### config.mk
export PLATFORM = sky130hd
export DESIGN_NAME = pc_gen
export DESIGN_NICKNAME = d
export VERILOG_FILES = /design/src/rtl/pc_pkg.sv /design/src/rtl/pc_trace_buf.sv /design/src/rtl/pc_gen.sv
export SDC_FILE = /design/constraint.sdc
export NUM_CORES = 1
export LEC_CHECK = 0
export ABC_AREA = 1
export CORE_MARGIN = 5
export CORE_UTILIZATION = 30
export DETAILED_ROUTE_END_ITERATION = 8
export PLACE_DENSITY_LB_ADDON = 0.3
export SYNTH_ARGS = -nofsm -noshare
export SYNTH_HDL_FRONTEND = slang
export SYNTH_HIERARCHICAL = 1
export SYNTH_SLANG_ARGS = --single-unit
### constraint.sdc
create_clock -name clk -period 2.06 [get_ports clk]
set_input_delay 0.309 -clock clk [delete_from_list [all_inputs] [get_ports clk]]
set_output_delay 0.309 -clock clk [all_outputs]
set_load 0.02 [all_outputs]
### src/rtl/pc_pkg.sv
// rtl/pc_pkg.sv - shared PC generator constants: state encoding and default vectors
package pc_pkg;

    localparam logic [1:0] ST_BOOT = 2'd0;
    localparam logic [1:0] ST_RUN  = 2'd1;
    localparam logic [1:0] ST_HALT = 2'd2;

    // Also consumed by the exception unit and the linker-script checks.
    localparam logic [31:0] PC_RESET_VEC = 32'h0040_0000;
    localparam logic [31:0] PC_EXC_VEC   = 32'h0040_0004;
    localparam int          PC_STEP      = 4;

endpackage

### src/rtl/pc_trace_buf.sv
// rtl/pc_trace_buf.sv - ring buffer of accepted fetch addresses, newest at read index 0
module pc_trace_buf #(
    parameter int XLEN  = 32,
    parameter int DEPTH = 8
) (
    input  logic                     clk,
    input  logic                     rst_n,
    input  logic                     wr_en,
    input  logic [XLEN-1:0]          wr_data,
    input  logic [$clog2(DEPTH)-1:0] rd_idx,
    output logic [XLEN-1:0]          rd_data,
    output logic [$clog2(DEPTH):0]   count
);

    localparam int IDX_W = $clog2(DEPTH);
    localparam logic [IDX_W:0] CNT_MAX = (IDX_W+1)'(DEPTH);

    logic [XLEN-1:0]  mem_q [DEPTH];
    logic [IDX_W-1:0] wr_ptr_q, wr_ptr_d;
    logic [IDX_W:0]   cnt_q, cnt_d;
    logic [IDX_W-1:0] rd_ptr;

    always_comb begin
        wr_ptr_d = wr_ptr_q;
        cnt_d    = cnt_q;
        if (wr_en) begin
            wr_ptr_d = wr_ptr_q + IDX_W'(1);
            if (cnt_q != CNT_MAX) begin
                cnt_d = cnt_q + (IDX_W+1)'(1);
            end
        end
    end

    always_ff @(posedge clk or negedge rst_n) begin
        if (!rst_n) begin
            wr_ptr_q <= '0;
            cnt_q    <= '0;
        end else begin
            wr_ptr_q <= wr_ptr_d;
            cnt_q    <= cnt_d;
        end
    end

    // Entry contents are don't-care after reset, so the array carries no reset.
    always_ff @(posedge clk) begin
        if (wr_en) begin
            mem_q[wr_ptr_q] <= wr_data;
        end
    end

    // Pointer arithmetic wraps naturally because DEPTH is a power of two.
    assign rd_ptr  = wr_ptr_q - IDX_W'(1) - rd_idx;
    assign rd_data = mem_q[rd_ptr];
    assign count   = cnt_q;

endmodule

### src/rtl/pc_gen.sv
// rtl/pc_gen.sv - IF-stage program counter with fetch handshake, redirects, halt; trace via PC_GEN_TRACE_EN
module pc_gen
    import pc_pkg::*;
#(
    parameter int              XLEN       = 32,
    parameter logic [XLEN-1:0] RESET_VEC  = XLEN'(PC_RESET_VEC),
    parameter logic [XLEN-1:0] EXC_VEC    = XLEN'(PC_EXC_VEC),
    parameter int              STEP       = PC_STEP,
    parameter int              ALIGN_BITS = 2
`ifdef PC_GEN_TRACE_EN
    ,
    parameter int              TRACE_DEPTH = 8
`endif
) (
    input  logic            clk,
    input  logic            rst_n,
    input  logic            stall,
    input  logic            br_req,
    input  logic [XLEN-1:0] br_target,
    input  logic            exc_req,
    input  logic            halt_req,
    input  logic            fetch_ready,
    output logic            fetch_valid,
    output logic [XLEN-1:0] pc,
    output logic            misalign_err,
    output logic            halted
`ifdef PC_GEN_TRACE_EN
    ,
    input  logic [$clog2(TRACE_DEPTH)-1:0] trace_idx,
    output logic [XLEN-1:0]                trace_pc,
    output logic [$clog2(TRACE_DEPTH):0]   trace_cnt
`endif
);

    localparam logic [XLEN-1:0] ALIGN_MASK = XLEN'((64'd1 << ALIGN_BITS) - 64'd1);
    localparam logic [XLEN-1:0] STEP_INC   = XLEN'(STEP);

    logic [1:0]      state_q, state_d;
    logic [XLEN-1:0] pc_q, pc_d;
    logic            misalign_q, misalign_d;

    logic            redirect;
    logic            br_misaligned;
    logic [XLEN-1:0] redirect_pc;
    logic            fetch_accept;

    assign fetch_valid  = (state_q == ST_RUN) && !stall;
    assign fetch_accept = fetch_valid && fetch_ready;

    // An exception redirect suppresses the alignment check on a concurrent branch.
    assign redirect      = exc_req || br_req;
    assign br_misaligned = !exc_req && br_req && ((br_target & ALIGN_MASK) != '0);
    assign redirect_pc   = (exc_req || br_misaligned) ? EXC_VEC : br_target;

    always_comb begin
        state_d    = state_q;
        pc_d       = pc_q;
        misalign_d = 1'b0;
        case (state_q)
            ST_BOOT: begin
                state_d = ST_RUN;
            end
            ST_RUN: begin
                if (redirect) begin
                    pc_d       = redirect_pc;
                    misalign_d = br_misaligned;
                end else if (halt_req) begin
                    state_d = ST_HALT;
                end else if (fetch_accept) begin
                    pc_d = pc_q + STEP_INC;
                end
            end
            ST_HALT: begin
                if (redirect) begin
                    state_d    = ST_RUN;
                    pc_d       = redirect_pc;
                    misalign_d = br_misaligned;
                end
            end
            default: begin
                state_d = ST_BOOT;
                pc_d    = RESET_VEC;
            end
        endcase
    end

    always_ff @(posedge clk or negedge rst_n) begin
        if (!rst_n) begin
            state_q    <= ST_BOOT;
            pc_q       <= RESET_VEC;
            misalign_q <= 1'b0;
        end else begin
            state_q    <= state_d;
            pc_q       <= pc_d;
            misalign_q <= misalign_d;
        end
    end

    assign pc           = pc_q;
    assign misalign_err = misalign_q;
    assign halted       = (state_q == ST_HALT);

`ifdef PC_GEN_TRACE_EN
    pc_trace_buf #(
        .XLEN  (XLEN),
        .DEPTH (TRACE_DEPTH)
    ) u_trace_buf (
        .clk     (clk),
        .rst_n   (rst_n),
        .wr_en   (fetch_accept),
        .wr_data (pc_q),
        .rd_idx  (trace_idx),
        .rd_data (trace_pc),
        .count   (trace_cnt)
    );
`endif

endmodule

## Word-level counts from Yosys, hierarchy flattened

Cells that the tools add are included.

- Bitwise logic cells: 1
- Reduce and logical (&&, ||, !) cells: 13
- Muxes and demuxes: 12
- Equal/unequal tests: 7
- Add/subtract/negate cells: 1

Operators by type and width:

| cell | count |
|---|---|
| 2-to-1 mux 32 bit | 5 |
| one-hot mux 32 bit (3 select lines) | 1 |
| adder 32 x 3 -> 32 bit (second input constant) | 1 |
| nonzero test 32 bit | 1 |
| 2-to-1 mux 2 bit | 3 |
| inequality test 3 bit (second input constant) | 2 |
| one-hot mux 2 bit (3 select lines) | 1 |
| logical AND 1 bit | 4 |
| inequality test 2 bit (second input constant) | 2 |
| AND reduction 4 bit | 1 |
| AND reduction 3 bit | 1 |
| equality test 2 x 1 -> 1 bit (second input constant) | 1 |
| equality test 2 bit (second input constant) | 1 |
| logical NOT 1 bit | 2 |
| logical NOT 2 bit | 1 |
| logical OR 1 bit | 2 |
| 2-to-1 mux 1 bit | 2 |
| inequality test 2 x 1 -> 1 bit (second input constant) | 1 |
| OR reduction 2 bit | 1 |
| inverter 1 bit | 1 |

- Bits of input ports: 39
- Register bits: 35
- Logic and storage cells: 37

## Depth between registers and ports, before layout

- Word-level depth: 7
- Mapped depth: 12
- Depth with buffers taken out: 11

## Least setup slack after synthesis

No wires, ideal clock.

- Path kind: register to register
- Start: register state_q[0]
- End: register pc_q[16], in the netlist pc[16]
- Setup time: 0.120 ns
- Stages on the path, launching flop included: 13
- Slack: 0.313 ns
- Period minus slack after synthesis: 1.747 ns
- Arrival time: 1.628 ns
- Data required time: 1.940 ns
- Path buffers: 1
- Cells stage by stage: dfrtp_1 inv_1 ha_1 inv_2 nor2_2 nor2_4 nand4_2 nand2_4 nand2_4 inv_6 buf_6 nand2_1 o21ai_2

RTL lines:

| element | line | source |
|---|---|---|
| start, declared | pc_gen.sv:38 | `logic [1:0] state_q, state_d;` |
| start signal, assigned | pc_gen.sv:93 | `state_q <= state_d;` |
| equality test 2 bit (*) | - |  |
| net halted | pc_gen.sv:26 | `output logic halted` |
| inequality test 2 x 1 -> 1 bit (no line) | - |  |
| AND reduction 4 bit (no line) | - |  |
| end signal, assigned | pc_gen.sv:94 | `pc_q <= pc_d;` |
| end, declared | pc_gen.sv:39 | `logic [XLEN-1:0] pc_q, pc_d;` |

The timed path passes the listed nets; every way through them passes the cells marked *.
A chain may end at the register's enable or synchronous reset.

## Worst setup path after layout

- Start: register state_q[1]
- End: output port fetch_valid

- Longest elaborated chain between the ends: 2

RTL lines:

| element | line | source |
|---|---|---|
| equality test 2 x 1 -> 1 bit | pc_gen.sv:47 | `assign fetch_valid = (state_q == ST_RUN) && !stall;` |
| logical AND 1 bit | pc_gen.sv:47 |  |
| end, declared | pc_gen.sv:23 | `output logic fetch_valid,` |

Every way passes these cells.

==> impl_metrics.py <==
metrics = {
    "floorplan": {
        "die-area_um2": 11500,
        "initial_core_util_pct": 30.8,
        "io_pins": 74,
        "die_y_um": 107,
        "core_area_um2": 9240,
        "core.rowCount": 35,
        "die_w_um": 107,
    },
    "final_layout": {
        "layout_common_cells": "nand2_1, clkdlybuf4s50_1, inv_1",
        "areaGrowthSynthToFinish_pct": 34.1,
        "drive_gt1_share_pct": 12.0,
        "layout_commonest_cell": "nand2_1",
        "antennaDiodeCount": 0,
        "fillCellCount": 976,
        "fin_nets": 560,
    },
    "run_status": {
        "outcome": "finished clean",
    },
    "routing": {
        "dr.pass1.iters": 4,
        "via_count": 2992,
        "drt_iter0_drc": 130,
        "wl_per_cell_um": 13.5,
        "detail-route-antenna-nets": 0,
        "drt_wl_total_mm": 8.71,
        "via_per_inst": 4.65,
        "drc": 0,
    },
    "sta": {
        "fin_tns_setup_ps": 0,
        "period_share_pct": 92.3,
        "layout_min_cycle_time_ps": 1900,
        "max_freq_mhz": 526,
        "drv_slew": 0,
        "hold_slack_ps": 436,
        "finalWorstSetupSlack_ps": 159,
        "slew_headroom_pct": 67.8,
        "rsz0062_at_grt": "no",
        "worstMarginPinSlew_ps": 478,
        "skew_ps": 14.5,
        "hold_viol": 0,
        "finalSetupViolCount": 0,
    },
    "pwr": {
        "p_seq_share_pct": 31.0,
        "p_int_mw": 1.84,
        "vdd_drop_max_uv": 533,
        "p_leak_nw": 1.73,
        "pwr-share-clk_pct": 18.1,
        "switching_power_mw": 1.60,
        "power_frac_comb_pct": 50.9,
        "p_total_mw": 3.43,
        "p_sw_share_pct": 46.5,
        "power.density_nw_per_um2": 899,
    },
    "global_route": {
        "antenna_found_initial": 0,
        "grt_pass1_vias": 3135,
        "grt_max_degree": 36,
        "grt_usage_pct": 15.7,
        "grt_pass1_wl_mm": 14.7,
        "overflow": 0,
    },
    "flow_run": {
        "cap_viol_max_count": 0,
    },
    "clock_network": {
        "clockRootBuffer": "clkbuf_8",
        "clkSinkCount": 35,
        "path_clk_slew_ps": 70,
        "h-tree-depth": 2,
        "cts_buffer_depth": 2,
        "clk_latency_ps": 300,
        "hold_buffers": 0,
        "numCtsBuffers": 5,
        "cts_tree": "done",
    },
    "yosys": {
        "synth_compound_area_share_pct": 8.91,
        "synth_xor_area_share_pct": 1.23,
        "avgSynthCellArea_um2": 6.49,
        "syn-num-nets": 484,
        "syn_area_um2": 2850,
        "synth_adder_area_share_pct": 2.63,
        "ys_seq_area_share_pct": 30.8,
        "synth-simple-area-share_pct": 47.3,
        "yosysWarnings": 6,
        "yosysUniqueCellTypes": 38,
        "synth_top_family_by_area": "simple AND/OR/NAND/NOR gates",
        "synthMuxAreaShare_pct": 0,
        "netlist_instances": 439,
        "ys_ff_latch": 35,
    },
    "setup_path": {
        "cp.required_ps": 1750,
        "reg2regPathDepth": 11,
        "max_stage_delay_ps": 400,
        "crit_chain": "inv_1 -> ha_1 -> inv_2 -> nor2_1 -> dlygate4sd2_1",
        "slowest_stage": "dfrtp_1",
        "crit_type": "reg2out",
        "worstSetupEndpointType": "output port",
        "cp_max_fo": 4,
        "reg2reg_from": "state_q[0]",
        "crit_arrival_ps": 1590,
        "critical_path.top_delay_family": "buffers and inverters",
        "setup.reg_to_reg.worst_slack_ps": 180,
        "crit_cells": 5,
        "cp_num_buf_inv": 3,
        "cp-start-kind": "flop",
        "r2r_end": "pc[23]",
    },
    "placement": {
        "dpl_worst_slack_ps": 108,
        "gp_congestion": 0.879,
        "port_buffers": 73,
        "hpwl_mm": 6.71,
    },
    "min_path": {
        "worstHoldPathType": "in2async",
    },
}
[cell usage after synthesis (all sizes together)]
cell      n  area (um^2)
nand3b    2         15.0
nand2   195          792
dfstp     1         26.3
a21oi     5         25.0
xnor2     3         26.3
inv      50          198
clkbuf    1         5.00
or2       1         6.26
o21bai    1         7.51
nor3      4         30.0
nor2     48          272
a31oi     1         6.26
a22oi     1         7.51
o22ai     1         6.26
o21ai    31          170
buf       7         58.8
a22o      1         8.76
xor2      1         8.76
nand3    37          195
ha        6         75.1
dfrtp    34          851
o31ai     3         22.5
nand4     5         37.5
[flip-flops by register name, indices dropped and copies added (netlist names)]
register	flops
pc	32
state_q	2
misalign_err	1
[per-layer routing]
layer | up-vias | share of wire [%] | track usage [%]
met1 | 1370 | 44 | 19.6
met2 | 83 | 48 | 27.5
met3 | 11 | 5.9 | 3.30
met4 | 0 | 1.4 | 4.33
li1 | 1528 | - | -
met5 | - | 0 | 0
[metrics by stage]
stage          util, %  cells  area (um^2)
5_1_grt           41.4    644         3820
2_1_floorplan        -    439         2850
3_5_place_dp      40.3    637         3720
4_1_cts           41.4    644         3820
6_report          41.4    644         3820
3_3_place_gp      40.3    637         3720
[power by group through the flow]
stage               Sequential [mW]  Combinational, mW  Clock (mW)
global route                   1.10               1.93       0.654
CTS                            1.06               1.77       0.627
detailed placement             1.08               1.78           0
floorplan                      1.17               1.03           0
finish                         1.07               1.75       0.620
global placement               1.07               1.74           0
[what timing repair did]
| action | CTS | global route |
|---|---|---|
| resized for setup | 2 | 0 |
| setup buffers | 0 | 0 |
| setup endpoints to repair | 2 | 0 |
[cell type report]
cell class	instances	area, um^2	share of cell area [%]
sequential	35	877	23.0
multi-input combinational	346	1710	44.8
clock buffer	6	72.6	1.90
clock inverter	1	30.0	0.786
inverter	50	198	5.17
tap	129	161	4.22
timing repair buffer	77	771	20.2
[worst max-delay path by stage]
stage | from | to | slack, ps
after floorplan | state_q[0] | pc[16] | 310
after global placement | exc_req | pc[10] | 160
after detailed placement | br_req | pc[9] | 110
after CTS | state_q[1] | fetch_valid | 140
after global routing | state_q[0] | pc[11] | 10
final | state_q[1] | fetch_valid | 160
[logic make-up (layout without fill, tap and decap cells)]
group                    after synthesis  in the layout
AND/OR/NAND/NOR                      292            292
adder cells (fa/ha/maj)                6              6
flip-flops                            35             35
XOR/XNOR                               4              4
buffers and inverters                 58            134
AO/OA/AOI/OAI                         44             44
No activity file was read; power rests on OpenSTA's default activity.
